===== config.mk =====
export PLATFORM = sky130hd
export DESIGN_NAME = register_bank
export DESIGN_NICKNAME = d
export VERILOG_FILES = /design/src/rtl/register_bank.sv
export SDC_FILE = /design/constraint.sdc
export NUM_CORES = 1
export LEC_CHECK = 0
export CORE_MARGIN = 2
export CORE_UTILIZATION = 58
export DETAILED_ROUTE_END_ITERATION = 6
export PLACE_DENSITY = 0.8
export SLEW_MARGIN = 0
export SYNTH_ARGS = -nofsm -noshare
export SYNTH_HDL_FRONTEND = slang
export SYNTH_SLANG_ARGS = --single-unit

===== constraint.sdc =====
create_clock -name i_clk -period 3.45 [get_ports i_clk]
set_input_delay 0.345 -clock i_clk [delete_from_list [all_inputs] [get_ports i_clk]]
set_output_delay 0.345 -clock i_clk [all_outputs]
set_load 0.02 [all_outputs]

===== src/rtl/register_bank.sv =====
// Bank of DEPTH counter/registers with one op port (load/inc/dec), two
// combinational read ports, synchronous clear and a one-cycle wrap flag.
module register_bank #(
  parameter  int WIDTH   = 8,
  parameter  int DEPTH   = 8,
  parameter  int ZERO_R0 = 0,
  localparam int AW      = (DEPTH > 1) ? $clog2(DEPTH) : 1
) (
  input  logic             i_clk,
  input  logic             i_rst_n,
  input  logic             i_clr,
  input  logic [1:0]       i_op,
  input  logic [AW-1:0]    i_waddr,
  input  logic [WIDTH-1:0] i_D,
  input  logic [AW-1:0]    i_raddr_a,
  input  logic [AW-1:0]    i_raddr_b,
  output logic [WIDTH-1:0] o_A,
  output logic [WIDTH-1:0] o_B,
  output logic             or_wrap
);

  localparam logic [1:0] OP_HOLD = 2'b00;
  localparam logic [1:0] OP_LOAD = 2'b01;
  localparam logic [1:0] OP_INC  = 2'b10;
  localparam logic [1:0] OP_DEC  = 2'b11;

  logic [WIDTH-1:0] regs_q [DEPTH];
  logic [WIDTH-1:0] regs_d [DEPTH];
  logic             wrap_q;
  logic             wrap_d;
  logic [WIDTH-1:0] cur;
  logic             target_en;

  // Register 0 is a hard-wired zero when ZERO_R0 is set: never written, never wraps.
  assign target_en = !((ZERO_R0 != 0) && (i_waddr == '0));
  assign cur       = regs_q[i_waddr];

  always_comb begin
    regs_d = regs_q;
    wrap_d = 1'b0;
    if (i_clr) begin
      for (int i = 0; i < DEPTH; i++) regs_d[i] = '0;
    end else if (target_en) begin
      case (i_op)
        OP_LOAD: regs_d[i_waddr] = i_D;
        OP_INC: begin
          regs_d[i_waddr] = cur + WIDTH'(1);
          wrap_d          = &cur;
        end
        OP_DEC: begin
          regs_d[i_waddr] = cur - WIDTH'(1);
          wrap_d          = ~|cur;
        end
        OP_HOLD: ;
        default: ;
      endcase
    end
  end

  always_ff @(posedge i_clk or negedge i_rst_n) begin
    if (!i_rst_n) begin
      for (int i = 0; i < DEPTH; i++) regs_q[i] <= '0;
      wrap_q <= 1'b0;
    end else begin
      for (int i = 0; i < DEPTH; i++) regs_q[i] <= regs_d[i];
      wrap_q <= wrap_d;
    end
  end

  // Reads show stored state only; a write becomes visible after its edge.
  assign o_A = ((ZERO_R0 != 0) && (i_raddr_a == '0)) ? '0 : regs_q[i_raddr_a];
  assign o_B = ((ZERO_R0 != 0) && (i_raddr_b == '0)) ? '0 : regs_q[i_raddr_b];
  assign or_wrap = wrap_q;

endmodule


==> results of run 1 <==
[sequential cells by signal, summed over array words and instances, names as in the netlist]
register / count
regs_q: 64
or_wrap: 1
[cell type report]
| cell class | count | area [sq um] |
|---|---|---|
| sequential | 65 | 1630 |
| tap | 102 | 128 |
| clock buffer | 14 | 173 |
| clock inverter | 2 | 35.0 |
| timing repair buffer | 98 | 821 |
| inverter | 9 | 33.8 |
| fill | 559 | 2090 |
| multi-input combinational | 306 | 2900 |
[how the worst min path moves through the flow]
stage                     startpoint          to  slack [ns]  cells after the start
after floorplan              i_rst_n     or_wrap        0.05                      0
after global placement     regs_q[2]   regs_q[2]        0.53                      1
after detailed placement   regs_q[2]   regs_q[2]        0.54                      1
after CTS                    i_rst_n  regs_q[23]        0.22                      2
after global routing         i_rst_n     or_wrap        0.25                      2
final                        i_rst_n   regs_q[7]        0.18                      2
[layer usage]
layer	routed length (um)	up-vias	GRT usage, %
li1	-	1824	-
met1	5500	2184	45.3
met2	7220	273	56.8
met3	1350	51	8.11
met4	480	0	15.3
met5	0	-	0
[synthesized netlist by cell type, drive strengths merged (2+ instances only)]
library cell  number
nor2b              3
a32oi              2
a22o               6
a31oi              2
a21oi             12
nor4               3
mux4              46
a311oi            17
nand3b             8
nand2b             2
inv                9
nand2             16
a221oi             2
buf               10
and3               2
xnor2              4
dfrtp             65
mux2              20
nor3               7
nand3              5
ha                 5
nor2              58
o31ai              3
o21ai              2
a32o               2
o311ai             8
mux2i             10
clkbuf            26
or4                2
nand4             11
a211oi            35
[worst reg2reg max path, delay by kind of cell (launching register included)]
family,cells,cell delay (ns)
muxes,2,0.78
xor gates and xnor gates,1,0.10
DFF,1,0.41
adders and majority gates,1,0.22
AOI/OAI and AO/OA,3,0.93
buffers and inverters,3,0.42
[cells by family after synthesis]
family / count (synthesis)
AOI/OAI and AO/OA: 101
muxes: 76
xor gates and xnor gates: 4
buffers and inverters: 45
DFF: 65
and+or+nand+nor: 120
adders and majority gates: 5
[power by group through the flow]
stage | registers, mW | clock network (mW) | logic [mW]
floorplan | 0.830 | 0 | 0.306
global placement | 0.840 | 0 | 0.488
detailed placement | 0.844 | 0 | 0.503
CTS | 0.830 | 0.697 | 0.506
global route | 0.835 | 0.743 | 0.551
finish | 0.832 | 0.697 | 0.516
==> impl_metrics.tcl, run 1 <==
set metrics [dict create \
    reg2reg_depth 10 \
    grt_max_degree 66 \
    antenna_left 0 \
    synth_edf_count 0 \
    synthAdderAreaFrac_pct 1.33 \
    initial_core_util_pct 60.2 \
    timing.rr.start "regs_q[48]" \
    critical_path.top_delay_family "buffers and inverters" \
    final_common_cell "dfrtp_1" \
    mostFrequentLayoutCells "65 x dfrtp_1, 60 x buf_4, 58 x nor2_1" \
    reg2reg_to "regs_q[58]" \
    pwr-share-comb_pct 25.2 \
    place_inst 580 \
    holdCritPathClass "primary input to asynchronous set/reset pin" \
    stdcell_count 596 \
    insertion_delay_ns 0.35 \
    startpoint "i_waddr[0]" \
    synth_area_sq_um 4700 \
    cts_tree "done" \
    start_kind "primary input" \
    synth_compound_area_share_pct 17.0 \
    htreeDepth 3 \
    cts_resized 0 \
    vias 4332 \
    drv_cap 0 \
    seqPwrFrac_pct 40.7 \
    max_stage_delay_ns 0.67 \
    nNetsFinal 516 \
    clkPwrFrac_pct 34.1 \
    clock_sinks 65 \
    drive_gt1_share_pct 29.4 \
    yosysTopAreaCellShare_pct 34.6 \
    synth_cell_type_count 52 \
    setup_tns_ns 0 \
    place_area_sq_um 5500 \
    vias_per_cell 7.27 \
    ys_ff_latch 65 \
    muxShareOfSynthArea_pct 30.2 \
    fin_worst_skew_ns 0.00661 \
    synthArstFlopShare_pct 100 \
    cp_common_cell "buf_4" \
    post_cts_buffers 0 \
    design_area_sq_um 5710 \
    rrSetupSlack_ns 0.49 \
    cp.required_ns 3.69 \
    slew_headroom_pct 37.2 \
    p_sw_share_pct 30.3 \
    worst_slack_ns 0.0946 \
    hpwl_mm 10.4 \
    critPathKind "primary input to flop" \
    path_buf_inv 3 \
    critPathMaxFanout 14 \
    core_sq_um 7810 \
    fmax_mhz 298 \
    cp.depth 9 \
    wl_per_cell_um 24.4 \
    synth_ff_type "dfrtp_1" \
    root_buffer "clkbuf_8" \
    drtIter0Drc 422 \
    crit_path_top_delay_cell "clkdlybuf4s50_1" \
    switchingPower_mw 0.620 \
    path_clk_slew_ns 0.07 \
    totalWireLength_mm 14.5 \
    status "completed" \
    drv_slew 0 \
    die_area_sq_um 8840 \
    worst_slew_pin_slew_ns 0.942 \
    gp_congestion 1.00 \
    hold_viol_final 0 \
    track_usage_pct 35.1 \
    setup_viol 0 \
    grt_pass1_wl_mm 23.1 \
    row_count 32 \
    insertedDiodeCount 0 \
    intPower_mw 1.43 \
    min_period_over_period_pct 97.3 \
    yosys.area.top_type "dfrtp_1" \
    grt_pass1_vias 4341 \
    ys_warn_count 0 \
    timing.hold.ws_ns 0.179 \
    yosysSeqAreaShare_pct 34.6 \
    fin_total_pwr_mw 2.05 \
    drc_errors 0 \
    dp_slack_ns -0.151 \
    crit_chain "clkdlybuf4s50_1, buf_4, mux4_1, mux2_2, xnor2_1, a2111oi_0, buf_4, a211oi_1, a22o_1" \
    synthTopCellsByArea "dfrtp_1 35%, mux4_2 19%, a211oi_1 5.6%, mux2_2 4.8%, nor2_1 4.6%" \
    crit_end "regs_q[58]" \
    p_leak_nw 2.33 \
    final_util_pct 73.2 \
    ctsHoldBuffers 0 \
    ioPinCount 39 \
    numCtsBuffers 9 \
    die_w_um 94 \
    p_per_area_nw_per_um2 358 \
    yosys.area_share.simple_pct 12.2 \
    synth_cells 416 \
    first_pass_iters 5 \
    syn_area_per_cell_sq_um 11.3 \
    grt.overflow.total 0 \
    fin_crit_ns 3.36 \
    synthXorXnorAreaFrac_pct 0.746 \
    die_y_um 94 \
    antenna_found_initial 0 \
    syn_nets 443 \
    synth_top_family_by_area "multiplexers" \
    ir_worst_vdd_uv 232 \
    crit_arrival_ns 3.60 \
    cts.path.max_buffers 2 \
    area_delta_synth_final_pct 21.6 \
    rsz0062_at_grt "false" \
    port_buffers 38 \
    end_kind "flop" \
]
No activity file was read; power rests on OpenSTA's default activity.
==> run 2, diff against run 1 <==
--- a/config.mk
+++ b/config.mk
@@ -7,6 +7,7 @@
 export LEC_CHECK = 0
 export CORE_MARGIN = 2
 export CORE_UTILIZATION = 58
+export CTS_CLUSTER_SIZE = 12
 export DETAILED_ROUTE_END_ITERATION = 6
 export PLACE_DENSITY = 0.8
 export SLEW_MARGIN = 0
==> results of run 2 <==
Final layout, timing and power as in run 1 (identical DEF).
==> run 3, diff against run 2 <==
--- a/config.mk
+++ b/config.mk
@@ -5,6 +5,7 @@
 export SDC_FILE = /design/constraint.sdc
 export NUM_CORES = 1
 export LEC_CHECK = 0
+export CORE_ASPECT_RATIO = 1.2
 export CORE_MARGIN = 2
 export CORE_UTILIZATION = 58
 export CTS_CLUSTER_SIZE = 12
==> run 3 against run 2 <==
  * Total power grew 2.6%
  * Global-route usage fell by 0.84 points
  * Sequential power decreased by 0.5%
  * Non-clock buffer count decreased by 17
  * Largest power group unchanged
  * Register-to-register slack got worse by 0.03 ns
  * Die area about the same
  * Hold slack got worse by 0.094 ns
  * Critical path type unchanged
  * Core utilization shrank 0.95 points
==> impl_metrics.tcl, run 3 (synthesis gave the netlist of run 1 again) <==
set metrics [dict create \
    status "completed" \
    switchingPower_mw 0.665 \
    mostFrequentLayoutCells "65 x dfrtp_1, 58 x nor2_1, 42 x buf_4" \
    final_common_cell "dfrtp_1" \
    gp_congestion 1.05 \
    ioPinCount 39 \
    critPathKind "primary input to flop" \
    die_area_sq_um 8840 \
    worst_slack_ns 0.213 \
    fmax_mhz 309 \
    wl_per_cell_um 25.2 \
    area_delta_synth_final_pct 19.1 \
    seqPwrFrac_pct 39.5 \
    path_clk_slew_ns 0.09 \
    final_util_pct 72.2 \
    rsz0062_at_grt "false" \
    crit_arrival_ns 3.49 \
    min_period_over_period_pct 93.8 \
    dp_slack_ns -0.0525 \
    first_pass_iters 5 \
    hold_viol_final 0 \
    setup_tns_ns 0 \
    final.fill_count 536 \
    worst_slew_pin_slew_ns 0.990 \
    critPathMaxFanout 6 \
    ctsHoldBuffers 0 \
    antenna_left 0 \
    hpwl_mm 9.59 \
    holdCritPathClass "primary input to asynchronous set/reset pin" \
    grt_max_degree 55 \
    ir_worst_vdd_uv 324 \
    intPower_mw 1.43 \
    clkPwrFrac_pct 36.6 \
    regMostFlops "regs_q" \
    track_usage_pct 34.2 \
    grt.overflow.total 0 \
    die_w_um 86.2 \
    setup_viol 0 \
    insertion_delay_ns 0.36 \
    grt_pass1_vias 4088 \
    initial_core_util_pct 60.6 \
    cts_resized 0 \
    grt_pass1_wl_mm 22.6 \
    vias_per_cell 7.42 \
    fin_total_pwr_mw 2.10 \
    rrSetupSlack_ns 0.46 \
    drtIter0Drc 536 \
    clock_sinks 65 \
    p_sw_share_pct 31.7 \
    row_count 35 \
    reg2reg_depth 10 \
    drc_errors 0 \
    drv_cap 0 \
    htreeDepth 3 \
    numCtsBuffers 9 \
    fin_crit_ns 3.24 \
    post_cts_buffers 0 \
    pwr-share-comb_pct 23.9 \
    root_buffer "clkbuf_8" \
    vias 4223 \
    cts_tree "done" \
    cts.path.max_buffers 2 \
    cp.required_ns 3.70 \
    port_buffers 38 \
    drive_gt1_share_pct 27.0 \
    fin_worst_skew_ns 0.0167 \
    drv_slew 0 \
    nNetsFinal 499 \
    p_per_area_nw_per_um2 375 \
    start_kind "primary input" \
    totalWireLength_mm 14.3 \
    p_leak_nw 2.25 \
    insertedDiodeCount 0 \
    end_kind "flop" \
    slew_headroom_pct 34.0 \
    antenna_found_initial 0 \
    die_y_um 103 \
    core_sq_um 7750 \
    largest_register_ffs 64 \
]
==> run 3: cell count changes in the layout (fill, tap and decap cells not counted), moves of 2 or more <==
cell      delta
buf_4       -18
clkbuf_8     -3
clkbuf_1     -2
clkinv_4     +2
inv_6        +2
==> run 3: final cells by class <==
cell class                      count  area [sq um]  area share [%]
Clock buffer                        9           124            2.21
Clock inverter                      7           103            1.83
Inverter                            9          33.8           0.603
Multi-Input combinational cell    306          2890            51.6
Sequential cell                    65          1630            29.1
Tap cell                           92           115            2.06
Timing Repair Buffer               81           706            12.6
==> run 3: per-layer routing <==
| metal | GRT usage (%) | wire length [um] |
|---|---|---|
| met1 | 48.9 | 5730 |
| met2 | 53.1 | 6710 |
| met3 | 7.05 | 1450 |
| met4 | 11.2 | 456 |
| met5 | 0 | 0 |
==> run 3: path summary, 6_finish.rpt <==
check | end | startpoint
min in group i_clk | regs_q[2] | regs_q[2]
hold / removal | regs_q[2] | i_rst_n
setup reg to reg | regs_q[58] | regs_q[49]
hold reg to reg | regs_q[2] | regs_q[2]
setup / recovery | regs_q[58] | i_waddr[0]
max in group asynchronous | regs_q[4] | i_rst_n
==> run 3: critical path, stage by stage <==
cell and delay [ns]:
clkdlybuf4s50_1 0.45, buf_4 0.18, mux4_1 0.56, mux2i_1 0.27, inv_1 0.11, ha_1 0.22
inv_1 0.12, xnor2_1 0.11, a2111oi_0 0.50, buf_4 0.21, a211oi_1 0.12, a22o_1 0.29
==> run 3: power groups by stage <==
stage / Combinational [mW] / Clock (mW) / Sequential [mW]
after floorplan: 0.306 / 0 / 0.830
after global placement: 0.479 / 0 / 0.838
after detailed placement: 0.488 / 0 / 0.841
after CTS: 0.493 / 0.765 / 0.826
after global routing: 0.533 / 0.794 / 0.832
final: 0.501 / 0.768 / 0.828
==> run 3: per-stage QoR <==
step | hold WS [ns] | cell area, sq um | std cells
floorplan | 0.0494 | 4700 | 416
global placement | 0.468 | 5370 | 553
detailed placement | 0.488 | 5370 | 553
CTS | 0.109 | 5600 | 569
global route | 0.133 | 5600 | 569
finish | 0.0851 | 5600 | 569
